<file path="config.mk">
export PLATFORM = sky130hd
export DESIGN_NAME = lcd_field_refresher
export DESIGN_NICKNAME = d
export VERILOG_FILES = /design/src/rtl/lcd_disp_pkg.sv /design/src/rtl/bin2bcd_seq.sv /design/src/rtl/lcd_field_refresher.sv
export SDC_FILE = /design/constraint.sdc
export NUM_CORES = 1
export LEC_CHECK = 0
export ABC_AREA = 1
export BUFFER_PORTS_ARGS = -buffer_cell sky130_fd_sc_hd__clkbuf_2
export CAP_MARGIN = 20
export CORE_UTILIZATION = 25
export DETAILED_ROUTE_END_ITERATION = 10
export PLACE_DENSITY_LB_ADDON = 0.1
export REMOVE_ABC_BUFFERS = 1
export SLEW_MARGIN = 20
export SYNTH_ARGS = -nofsm -noshare
export SYNTH_HDL_FRONTEND = slang
export SYNTH_HIERARCHICAL = 1
export SYNTH_SLANG_ARGS = --single-unit
</file>
<file path="constraint.sdc">
create_clock -name CLK_50MHZ -period 4.4 [get_ports CLK_50MHZ]
set_input_delay 0.88 -clock CLK_50MHZ [delete_from_list [all_inputs] [get_ports CLK_50MHZ]]
set_output_delay 0.88 -clock CLK_50MHZ [all_outputs]
set_load 0.02 [all_outputs]
</file>
<file path="src/rtl/lcd_disp_pkg.sv">
// rtl/lcd_disp_pkg.sv - shared state encoding, ASCII constants and width helper for the LCD field refresher
package lcd_disp_pkg;

  typedef enum logic [2:0] {
    IDLE,
    LATCH,
    CONVERT,
    EMIT,
    NEXT
  } dispState_e;

  localparam logic [7:0] ASCII_ZERO  = 8'h30;
  localparam logic [7:0] ASCII_NINE  = 8'h39;
  localparam logic [7:0] ASCII_SPACE = 8'h20;

  // Ceiling log2 with a floor of 1 so single-entry counters still get a bit.
  function automatic int clog2(input int value);
    int width;
    width = 1;
    while ((1 << width) < value) width++;
    return width;
  endfunction

endpackage

</file>
<file path="src/rtl/bin2bcd_seq.sv">
// rtl/bin2bcd_seq.sv - sequential double-dabble binary to packed BCD converter
// start loads the value; done is high during the final step, result valid the cycle after.
module bin2bcd_seq
  import lcd_disp_pkg::*;
#(
  parameter int VAL_W  = 64,
  parameter int DIGITS = 14
) (
  input  logic                  simClock,
  input  logic                  rstN,
  input  logic                  start,
  input  logic [VAL_W-1:0]      value,
  output logic                  done,
  output logic [4*DIGITS-1:0]   bcd,
  output logic                  ovf
);

  localparam int CNT_W = clog2(VAL_W);

  logic [VAL_W-1:0]    shiftReg;
  logic [4*DIGITS-1:0] adjusted;
  logic [CNT_W-1:0]    stepCnt;
  logic                running;

  assign done = running && (stepCnt == CNT_W'(VAL_W - 1));

  always_comb begin
    adjusted = bcd;
    for (int d = 0; d < DIGITS; d++) begin
      if (bcd[4*d +: 4] >= 4'd5) adjusted[4*d +: 4] = bcd[4*d +: 4] + 4'd3;
    end
  end

  // The top digit's msb after adjustment is what leaves the register on the shift.
  always_ff @(posedge simClock or negedge rstN) begin
    if (!rstN) begin
      shiftReg <= '0;
      bcd      <= '0;
      ovf      <= 1'b0;
      stepCnt  <= '0;
      running  <= 1'b0;
    end else if (start) begin
      shiftReg <= value;
      bcd      <= '0;
      ovf      <= 1'b0;
      stepCnt  <= '0;
      running  <= 1'b1;
    end else if (running) begin
      shiftReg <= shiftReg << 1;
      bcd      <= {adjusted[4*DIGITS-2:0], shiftReg[VAL_W-1]};
      ovf      <= ovf | adjusted[4*DIGITS-1];
      stepCnt  <= stepCnt + 1'b1;
      if (done) running <= 1'b0;
    end
  end

endmodule

</file>
<file path="src/rtl/lcd_field_refresher.sv">
// rtl/lcd_field_refresher.sv - periodic decimal field renderer feeding the LCD character-write port
// Optional LCD_LEADING_BLANK_EN: leading zero digits are emitted as spaces.
module lcd_field_refresher
  import lcd_disp_pkg::*;
#(
  parameter int NUM_CH      = 2,
  parameter int VAL_W       = 64,
  parameter int DIGITS      = 14,
  parameter int LINE_STRIDE = 16,
  parameter int ADDR_W      = 8,
  parameter int REFRESH_DIV = 50000
) (
  input  logic                    CLK_50MHZ,
  input  logic                    RST_N,
  input  logic [NUM_CH*VAL_W-1:0] CH_VALUE,
  output logic                    LCD_WE,
  output logic [ADDR_W-1:0]       LCD_WRITE_ADDR,
  output logic [7:0]              LCD_WRITE_DATA,
  output logic                    BUSY,
  output logic                    FRAME_DONE,
  output logic [NUM_CH-1:0]       SAT
);

  localparam int CH_W  = clog2(NUM_CH);
  localparam int DIG_W = clog2(DIGITS);
  localparam int TMR_W = clog2(REFRESH_DIV);
`ifdef LCD_LEADING_BLANK_EN
  localparam bit BLANK_EN = 1'b1;
`else
  localparam bit BLANK_EN = 1'b0;
`endif

  dispState_e          state;
  logic [CH_W-1:0]     chIdx;
  logic [DIG_W-1:0]    digIdx;
  logic [TMR_W-1:0]    timer;
  logic [ADDR_W-1:0]   fieldBase;
  logic                pending;
  logic                seenDigit;
  logic                tick;
  logic                lastDigit;
  logic                lastCh;
  logic                convStart;
  logic                convDone;
  logic                convOvf;
  logic [4*DIGITS-1:0] convBcd;
  logic [VAL_W-1:0]    chSlice;
  logic [3:0]          curDigit;
  logic [7:0]          emitChar;

  assign tick      = (timer == TMR_W'(REFRESH_DIV - 1));
  assign lastDigit = (digIdx == DIG_W'(DIGITS - 1));
  assign lastCh    = (chIdx == CH_W'(NUM_CH - 1));
  assign convStart = (state == LATCH);
  assign BUSY      = (state != IDLE);
  assign chSlice   = CH_VALUE[int'(chIdx)*VAL_W +: VAL_W];

  bin2bcd_seq #(
    .VAL_W  (VAL_W),
    .DIGITS (DIGITS)
  ) converter (
    .simClock (CLK_50MHZ),
    .rstN     (RST_N),
    .start    (convStart),
    .value    (chSlice),
    .done     (convDone),
    .bcd      (convBcd),
    .ovf      (convOvf)
  );

  // Character i = 0 is the most significant digit of the packed BCD bus.
  always_comb begin
    curDigit = convBcd[4*(DIGITS-1-int'(digIdx)) +: 4];
    emitChar = ASCII_ZERO + {4'h0, curDigit};
    if (convOvf)
      emitChar = ASCII_NINE;
    else if (BLANK_EN && !seenDigit && (curDigit == 4'd0) && !lastDigit)
      emitChar = ASCII_SPACE;
  end

  always_ff @(posedge CLK_50MHZ or negedge RST_N) begin
    if (!RST_N) begin
      state          <= IDLE;
      chIdx          <= '0;
      digIdx         <= '0;
      timer          <= '0;
      fieldBase      <= '0;
      pending        <= 1'b0;
      seenDigit      <= 1'b0;
      LCD_WE         <= 1'b0;
      LCD_WRITE_ADDR <= '0;
      LCD_WRITE_DATA <= '0;
      FRAME_DONE     <= 1'b0;
      SAT            <= '0;
    end else begin
      timer      <= tick ? '0 : timer + 1'b1;
      FRAME_DONE <= 1'b0;
      if (tick && state != IDLE) pending <= 1'b1;

      case (state)
        IDLE: begin
          if (tick || pending) begin
            pending <= 1'b0;
            state   <= LATCH;
          end
        end
        LATCH: begin
          fieldBase <= ADDR_W'(int'(chIdx) * LINE_STRIDE);
          digIdx    <= '0;
          seenDigit <= 1'b0;
          state     <= CONVERT;
        end
        CONVERT: begin
          if (convDone) state <= EMIT;
        end
        EMIT: begin
          LCD_WE         <= 1'b1;
          LCD_WRITE_ADDR <= fieldBase + ADDR_W'(digIdx);
          LCD_WRITE_DATA <= emitChar;
          SAT[chIdx]     <= convOvf;
          seenDigit      <= seenDigit | (curDigit != 4'd0);
          if (lastDigit) state <= NEXT;
          else           digIdx <= digIdx + 1'b1;
        end
        NEXT: begin
          LCD_WE <= 1'b0;
          if (lastCh) begin
            FRAME_DONE <= 1'b1;
            chIdx      <= '0;
            state      <= IDLE;
          end else begin
            chIdx <= chIdx + 1'b1;
            state <= LATCH;
          end
        end
        default: state <= IDLE;
      endcase
    end
  end

endmodule

</file>
## After elaboration in Yosys (flattened, before gate mapping)

Cells that the tools add are included.

| storage, ports and cells | value |
|---|---|
| input port bits | 130 |
| memories | 0 |
| word-level logic and storage cells | 122 |
| latch bits | 0 |
| register bits after elaboration | 174 |
| memory bits (writable) | 0 |
| output and inout bits | 21 |
| ROM bits | 0 |

| operators by class | value |
|---|---|
| $mul | 0 |
| shift-type cells | 2 |
| reductions and logical operators | 11 |
| magnitude comparators | 16 |
| div/mod/pow operators | 0 |
| eq/ne operators | 11 |
| add/subtract/negate cells | 21 |
| multiplexer cells | 44 |
| bitwise logic cells | 1 |

Operators by type and width:

| operator | number |
|---|---|
| 64-bit two-way mux | 2 |
| 128-bit by 8-bit variable part select with 64-bit output | 1 |
| 56-bit two-way mux | 2 |
| 4-bit two-way mux | 15 |
| 4-bit by 2-bit adder with 4-bit output (second input constant) | 14 |
| 4-bit by 3-bit >= comparator with 1-bit output (second input constant) | 14 |
| 56-bit by 7-bit variable part select with 4-bit output | 1 |
| 16-bit by 1-bit adder with 16-bit output (second input constant) | 1 |
| 16-bit equality test (second input constant) | 1 |
| 16-bit two-way mux | 1 |
| 3-bit case mux with 5 select lines | 1 |
| 1-bit two-way mux | 13 |
| 6-bit two-way mux | 2 |
| 3-bit two-way mux | 3 |
| 8-bit two-way mux | 1 |
| 2-bit inequality test (second input constant) | 4 |
| 4-bit case mux with 2 select lines | 1 |
| 6-bit by 4-bit adder with 7-bit output (first input constant) | 1 |
| 5-bit by 4-bit adder with 6-bit output | 1 |
| 6-bit by 1-bit adder with 6-bit output (second input constant) | 1 |
| 3-bit by 2-bit equality test with 1-bit output (second input constant) | 2 |
| 6-bit equality test (second input constant) | 1 |
| 2-bit nonzero test | 3 |
| 4-bit by 4-bit subtractor with 5-bit output (first input constant) | 1 |
| other kinds (17) | 19 |

## Depth between registers and ports, before layout

Gate-level depths: netlist of run 1.

| depth | value |
|---|---|
| word-level depth | 5 |
| gate-level depth with buffers | 12 |

## Modules after synthesis

The synthesis of run 1 kept the hierarchy.

By module, submodules not included:

| module | sequential area each (µm²) | area each (µm²) | instances | cells an instance |
|---|---|---|---|---|
| bin2bcd_seq | 3203.1 | 6453.7 | 1 | 774 |
| lcd_field_refresher | 1001.0 | 3246.9 | 1 | 553 |

## Worst setup path before layout of run 1

OpenSTA, ideal clock, no wires.

| path | value |
|---|---|
| kind | reg2reg |
| start | register digIdx[1] |
| end | register LCD_WRITE_DATA[3] |
| period minus slack after synthesis | 1796 ps |
| setup slack | 2604 ps |
| data required time | 4287 ps |
| stages on the path, launching flop included | 13 |
| data arrival time | 1683 ps |
| cell sequence | dfrtp_1 -> inv_2 -> ha_1 -> buf_2 -> inv_2 -> buf_2 -> nand3_1 -> nand3_1 -> nand2_1 -> nand2_1 -> nand3_1 -> nand2_1 -> inv_1 |

| between the ends | value |
|---|---|
| cells in the longest elaborated chain, start to end | 4 |

Ends and longest elaborated chain:

| element | line | text |
|---|---|---|
| from (decl) | lcd_field_refresher.sv:35 | `logic [DIG_W-1:0] digIdx;` |
| from (signal assigned) | lcd_field_refresher.sv:123 | `else digIdx <= digIdx + 1'b1;` |
| 4-bit by 4-bit subtractor with 5-bit output | lcd_field_refresher.sv:73 | `curDigit = convBcd[4*(DIGITS-1-int'(digIdx)) +: 4];` |
| 56-bit by 7-bit variable part select with 4-bit output | lcd_field_refresher.sv:73 |  |
| 6-bit by 4-bit adder with 7-bit output | lcd_field_refresher.sv:74 | `emitChar = ASCII_ZERO + {4'h0, curDigit};` |
| 8-bit two-way mux | lcd_field_refresher.sv:75 | `if (convOvf)` |
| to (signal assigned) | lcd_field_refresher.sv:119 | `LCD_WRITE_DATA <= emitChar;` |
| to (decl) | lcd_field_refresher.sv:18 | `output logic [7:0] LCD_WRITE_DATA,` |

No other way between the ends.
A chain may end at the register's enable or synchronous reset.

## Worst setup path in the final report of run 1

| path | value |
|---|---|
| start | register state[1] |
| end | register converter.bcd[48] |

| between the ends | value |
|---|---|
| cells in the longest elaborated chain, start to end | 2 |
| elaborated cells on any way between the ends | 3 |
| those cells by class | eq/ne (1); mux (1); reduce/logical (1) |

Ends and longest elaborated chain:

| element | line | text |
|---|---|---|
| from (decl) | lcd_field_refresher.sv:33 | `dispState_e state;` |
| from (signal assigned) | lcd_field_refresher.sv:83 | `state <= IDLE;` |
| from (signal assigned) | lcd_field_refresher.sv:104 | `state <= LATCH;` |
| from (signal assigned) | lcd_field_refresher.sv:111 | `state <= CONVERT;` |
| 3-bit by 1-bit equality test with 1-bit output * | lcd_field_refresher.sv:54 | `assign convStart = (state == LATCH);` |
| named net convStart | lcd_field_refresher.sv:43 | `logic convStart;` |
| 56-bit two-way mux or 2-bit nonzero test (tied branches) | -- |  |
| to (signal assigned) | bin2bcd_seq.sv:50 | `bcd <= {adjusted[4*DIGITS-2:0], shiftReg[VAL_W-1]};` |
| to (decl) | bin2bcd_seq.sv:14 | `output logic [4*DIGITS-1:0] bcd,` |

Mark *: on every way through the listed nets, which the timed path passes. The rest lies on a longest branch.

==> results of run 1 <==
[final cells by class]
class,count,area (um^2),share of cell area
Clock inverter,11,113.9,0.009956
Timing Repair Buffer,157,859.6,0.07516
Multi-Input combinational cell,991,4771,0.4172
Inverter,106,400.4,0.03501
Sequential cell,168,4205,0.3677
Clock buffer,20,446.7,0.03906
Tap cell,511,639.4,0.05591
[registers in the layout (all words and copies together) (netlist names), 2 cells and up]
name / cells
state: 3
converter/bcd: 56
timer: 16
digIdx: 4
LCD_WRITE_DATA: 5
LCD_WRITE_ADDR: 5
converter/shiftReg: 64
SAT: 2
converter/stepCnt: 6
[through the flow]
step / total power [mW] / setup slack, ns / cell area, um^2 / hold slack (ns) / std cells
floorplan: 1.600 / 0.8885 / 9373 / 0.4329 / 1265
global placement: 1.707 / 1.668 / 10850 / 0.4551 / 1932
detailed placement: 1.706 / 1.629 / 10860 / 0.4656 / 1932
CTS: 3.213 / 1.596 / 11420 / 0.4664 / 1963
global route: 3.274 / 1.388 / 11440 / 0.4845 / 1964
finish: 3.151 / 1.699 / 11440 / 0.4359 / 1964
[layout by cell type, fill, tap and decap left out, types with 2 or more instances in the layout]
master / netlist / layout
nor2_1: 78 / 78
ha_1: 34 / 34
clkbuf_16: 0 / 17
clkbuf_2: 0 / 144
a22oi_1: 37 / 37
inv_6: 0 / 4
inv_2: 8 / 8
xor2_1: 21 / 21
dfrtp_1: 168 / 167
nor3_1: 8 / 8
conb_1: 1 / 5
o22ai_1: 17 / 17
a21oi_1: 74 / 74
nor2_2: 2 / 2
o211ai_1: 19 / 19
nand4_1: 14 / 14
nand3_1: 75 / 75
nand2_1: 526 / 526
o21ai_1: 6 / 6
inv_1: 98 / 97
nor3b_1: 2 / 2
clkbuf_1: 15 / 2
clkinvlp_4: 0 / 3
clkinv_4: 0 / 3
or2_2: 6 / 6
o21ai_0: 55 / 55
buf_12: 0 / 3
buf_4: 15 / 9
[metal layers]
metal,track usage,share of wire
met5,0,0
met4,0.04872,0.014
met3,0.02306,0.029
met2,0.2233,0.45
met1,0.2005,0.51
[kinds of logic after synthesis]
family	count (synthesis)
flops	168
other cells	1
buf+inv	172
xor+xnor	22
fa+ha+maj	34
simple gates	716
compound gates	214
[worst reg2reg max path, stage by stage (launching register included)]
cell and delay [ns]:
dfrtp_1 0.41, inv_1 0.05, nand3_1 0.21, inv_2 0.07, inv_2 0.45, nand2_1 0.18
inv_2 0.63, buf_12 0.35, nand2_1 0.10, o21ai_0 0.16
[how the worst max path moves through the flow]
stage             start                endpoint  slack, ns
6_report       state[1]       converter/bcd[48]       1.70
5_1_grt        state[2]       converter/bcd[32]       1.39
4_1_cts        state[1]  converter/shiftReg[25]       1.60
3_3_place_gp   state[1]  converter/shiftReg[24]       1.67
3_5_place_dp   state[1]  converter/shiftReg[25]       1.63
2_1_floorplan  state[1]   converter/shiftReg[1]       0.89
[report_power, final]
group	switching, mW	internal (mW)	total, mW	leakage, nW
Sequential	0	1.54	1.54	2.00
Combinational	0.0728	0.0545	0.127	3.48
Clock	0.680	0.801	1.48	0.264
Total	0.752	2.40	3.15	5.74
==> results_dict.tcl, run 1 <==
set metrics [dict create \
    n_antenna_cell 0 \
    grt_pass1_vias 8490 \
    synth-edff-count 0 \
    max_slew_margin 0.4616 \
    rows 71 \
    syn_inst 1327 \
    critical_path_peak_fanout 52 \
    timing.rr.start "state[1]" \
    fin_skew_ns 0.01695 \
    firstDrtPassIters 5 \
    postCtsResizedCells 0 \
    power_density_nw_per_um2 275.5 \
    syn2layout_area_growth_pct 17.89 \
    grt_overflow_total 0 \
    synth_compound_area_frac 0.1296 \
    crit_path_max_incr_delay_ns 0.63 \
    path_cells "inv_1, nand3_1, inv_2, inv_2, nand2_1, inv_2, buf_12, nand2_1, o21ai_0" \
    cts_made_buffers 17 \
    nFillCells 4199 \
    crit_path_frequent_cell "inv_2" \
    critPathLaunchType "flop" \
    criticalPathCategory "flop to flop" \
    endpoint_kind "flop" \
    crit_family "buffers and inverters" \
    postCtsHoldBufs 0 \
    clockBufferDepth 2 \
    rr_worst_depth 9 \
    slew_violations 0 \
    grt_pass1_wl_mm 44.48 \
    core_area_um2 37930 \
    hold_path.class "input port to asynchronous set/reset pin" \
    yosysTopAreaCell "dfrtp_1" \
    rrSetupSlack_ns 1.70 \
    die_h_um 199.0 \
    ant_nets 0 \
    synthFlopType "dfrtp_1" \
    synth_common_cells "nand2_1, dfrtp_1, inv_1" \
    wl_per_cell_um 13.97 \
    htree_levels 4 \
    synth_adder_area_share 0.04385 \
    gp_congestion 0.7916 \
    syn_area_um2 9701 \
    worstPathRequired_ns 4.76 \
    outcome "completed" \
    arrival_ns 3.06 \
    synth_top_family_by_area "simple AND/OR/NAND/NOR gates" \
    port_buffers 145 \
    ys_seq_area_frac 0.4334 \
    r2r-end "converter/bcd[48]" \
    nNetsFinal 1605 \
    drc 0 \
    avgSynthCellArea_um2 7.310 \
    fin_setup_tns_ns 0 \
    tightest_slew_ns 0.8064 \
    path_clk_slew_ns 0.07 \
    synth_most_common_cell "nand2_1" \
    ir_drop_v 0.0001537 \
    yosys_warnings 6 \
    grt_util_all_layers 0.1435 \
    cpMaxStageDelayCell "inv_2" \
    die_x_um 199.0 \
    drt_iter0_markers 433 \
    path_depth 9 \
    postLayoutCoreUtil 0.3015 \
    synth_area_leaders "dfrtp_1, nand2_1, ha_1, nand3_1, a21oi_1" \
    hold_viol_final 0 \
    power.leakage_nw 5.741 \
    drive_above_1_share 0.1425 \
    cts_setup_buffers 0 \
    report.final.setup_viol 0 \
    synthDistinctLibCells 36 \
    synthMuxAreaShare 0 \
    synth_top_area_share 0.4334 \
    initial_core_util 0.2557 \
    synth_simple_gate_area_frac 0.2965 \
    clk_latency_ns 0.45 \
    grt_start_max_net_pins 71 \
    synth_xor_xnor_area_share 0.01986 \
    period_minus_slack_ns 2.701 \
    ys_ff_latch 168 \
    cts_tree "built" \
    rsz0062_at_grt "no" \
    max_cap_violations 0 \
    root_buffer "clkbuf_16" \
    worst-path-buf-inv 5 \
    hpwl_mm 18.73 \
    wirelength_mm 27.43 \
    finalCritPeriodShare 0.6139 \
    vias_per_cell 4.474 \
    grt_antenna_before_repair 0 \
    synthArstFlopShare 1.000 \
    max_freq_ghz 0.3702 \
    die_area_um2 39590 \
    cts.sinks 168 \
    via_count 8787 \
    io_pins 151 \
]
(Power assumes the default switching activity.)
==> inputs of run 2 (changes only) <==
Clock period 4.4 ns to 2.65 ns, I/O delays scaled along.
==> run 2 against run 1 <==
Largest power group unchanged; design area up 0.67%; critical path depth unchanged; non-clock buffer count up 8; clock-buffer cell count down 1; largest cell class unchanged; wire length down 0.56%; combinational power up 69%; first-iteration DRC count down 21%; worst setup slack worse by 1.2 ns; sequential share of layout area down 0.24 points; via count down 0.35%; global-route usage down 0.093 points.
==> results_dict.tcl, run 2 (synthesis results as in run 1) <==
set metrics [dict create \
    outcome "completed" \
    grt_antenna_before_repair 0 \
    critical_path_peak_fanout 20 \
    htree_levels 4 \
    power.leakage_nw 5.769 \
    cts.sinks 168 \
    path_clk_slew_ns 0.07 \
    grt_overflow_total 0 \
    syn2layout_area_growth_pct 18.68 \
    report.final.setup_viol 0 \
    worstPathRequired_ns 3.01 \
    clockBufferDepth 2 \
    grt_start_max_net_pins 68 \
    arrival_ns 2.50 \
    max_flop_register "converter/shiftReg" \
    postCtsHoldBufs 0 \
    hpwl_mm 18.83 \
    wl_per_cell_um 13.83 \
    crit_start "state[1]" \
    seq_area_um2 4205 \
    wl_met3_um 850 \
    final_cell_area_um2 11510 \
    grt_pass1_vias 8377 \
    path_cells "inv_1, nand3_1, inv_2, inv_2, nand2_4, inv_2, buf_4, a21oi_1, a21oi_1" \
    power_density_nw_per_um2 443.1 \
    initial_core_util 0.2557 \
    rrSetupSlack_ns 0.50 \
    postCtsResizedCells 0 \
    nNetsFinal 1613 \
    cts_setup_buffers 0 \
    io_pins 151 \
    finalCritPeriodShare 0.8095 \
    max_freq_ghz 0.4662 \
    r2r-end "converter/shiftReg[52]" \
    clk_latency_ns 0.44 \
    period_minus_slack_ns 2.145 \
    ant_nets 0 \
    n_antenna_cell 0 \
    core_area_um2 37930 \
    endpoint_kind "flop" \
    drc 0 \
    via_count 8756 \
    largest_reg_flops 64 \
    max_slew_margin 0.4838 \
    multi_input_area_um2 4771 \
    cts_tree "built" \
    firstDrtPassIters 4 \
    port_buffers 145 \
    critPathLaunchType "flop" \
    gp_congestion 0.7734 \
    fin_cells 1972 \
    dp_slack_ns 0.4814 \
    ir_drop_v 0.0004085 \
    wl_met2_mm 12.22 \
    crit_path_frequent_cell "inv_2" \
    grt_util_all_layers 0.1426 \
    power_mw 5.101 \
    rows 71 \
    rr_worst_depth 9 \
    layout_common_cells "nand2_1, dfrtp_1, clkbuf_2" \
    hold_path.class "input port to asynchronous set/reset pin" \
    cpMaxStageDelayCell "dfrtp_1" \
    cts_made_buffers 17 \
    dr.max_layer_used "met4" \
    crit_family "buffers and inverters" \
    drive_above_1_share 0.1472 \
    root_buffer "clkbuf_16" \
    vias_per_cell 4.440 \
    wirelength_mm 27.28 \
    hold_viol_final 0 \
    rsz0062_at_grt "no" \
    drt_iter0_markers 344 \
    fin_skew_ns 0.01371 \
    hold_ws_ns 0.05574 \
    worst-path-buf-inv 5 \
    slew_violations 0 \
    die_x_um 199.0 \
    die_h_um 199.0 \
    nFillCells 4149 \
    max_cap_violations 0 \
    tightest_slew_ns 0.7742 \
    crit_path_max_incr_delay_ns 0.40 \
    die_area_um2 39590 \
    wl_met1_mm 13.87 \
    reg_top3 "converter/shiftReg x64, converter/bcd x56, timer x16" \
    setup_ws_ns 0.5049 \
    criticalPathCategory "flop to flop" \
    final_common_cell "nand2_1" \
    place_area_um2 10980 \
    timing.rr.start "state[1]" \
    placed_cells 1941 \
    grt_pass1_wl_mm 44.13 \
]
==> run 2: cell count changes in the layout (fill, tap and decap cells not counted), sizes merged <==
cell and change:
buf +8, bufinv -1, clkbuf -1, clkinv -1, clkinvlp +4, inv -1
==> run 2: metrics by stage <==
stage	utilization	TNS, ns
global route	0.3035	0
floorplan	-	-84.17
detailed placement	0.2895	0
finish	0.3035	0
global placement	0.2895	0
CTS	0.3035	0
==> run 2: worst max-delay path by stage <==
stage / endpoint / cells after the start
global placement: converter/stepCnt[5] / 10
floorplan: converter/shiftReg[1] / 8
finish: converter/shiftReg[52] / 9
CTS: converter/shiftReg[52] / 9
global route: converter/shiftReg[45] / 9
detailed placement: converter/shiftReg[49] / 9
==> run 2: report_power, final <==
part	internal, mW	switching (mW)	leakage (nW)
Clock	1.20	1.12	0.235
Combinational	0.0928	0.121	3.54
Sequential	2.56	0	2.00
==> run 2: final cells by class <==
| class | instances | share of cell area |
|---|---|---|
| sequential | 168 | 0.3653 |
| clock buffer | 19 | 0.03760 |
| tap | 511 | 0.05554 |
| inverter | 106 | 0.03456 |
| multi-input combinational | 991 | 0.4144 |
| clock inverter | 12 | 0.008369 |
| timing repair buffer | 165 | 0.08423 |
==> run 2: layer usage <==
| layer | GRT usage | vias up |
|---|---|---|
| li1 | - | 4529 |
| met1 | 0.2047 | 4065 |
| met2 | 0.2170 | 139 |
| met3 | 0.02458 | 23 |
| met4 | 0.04160 | 0 |
| met5 | 0 | - |
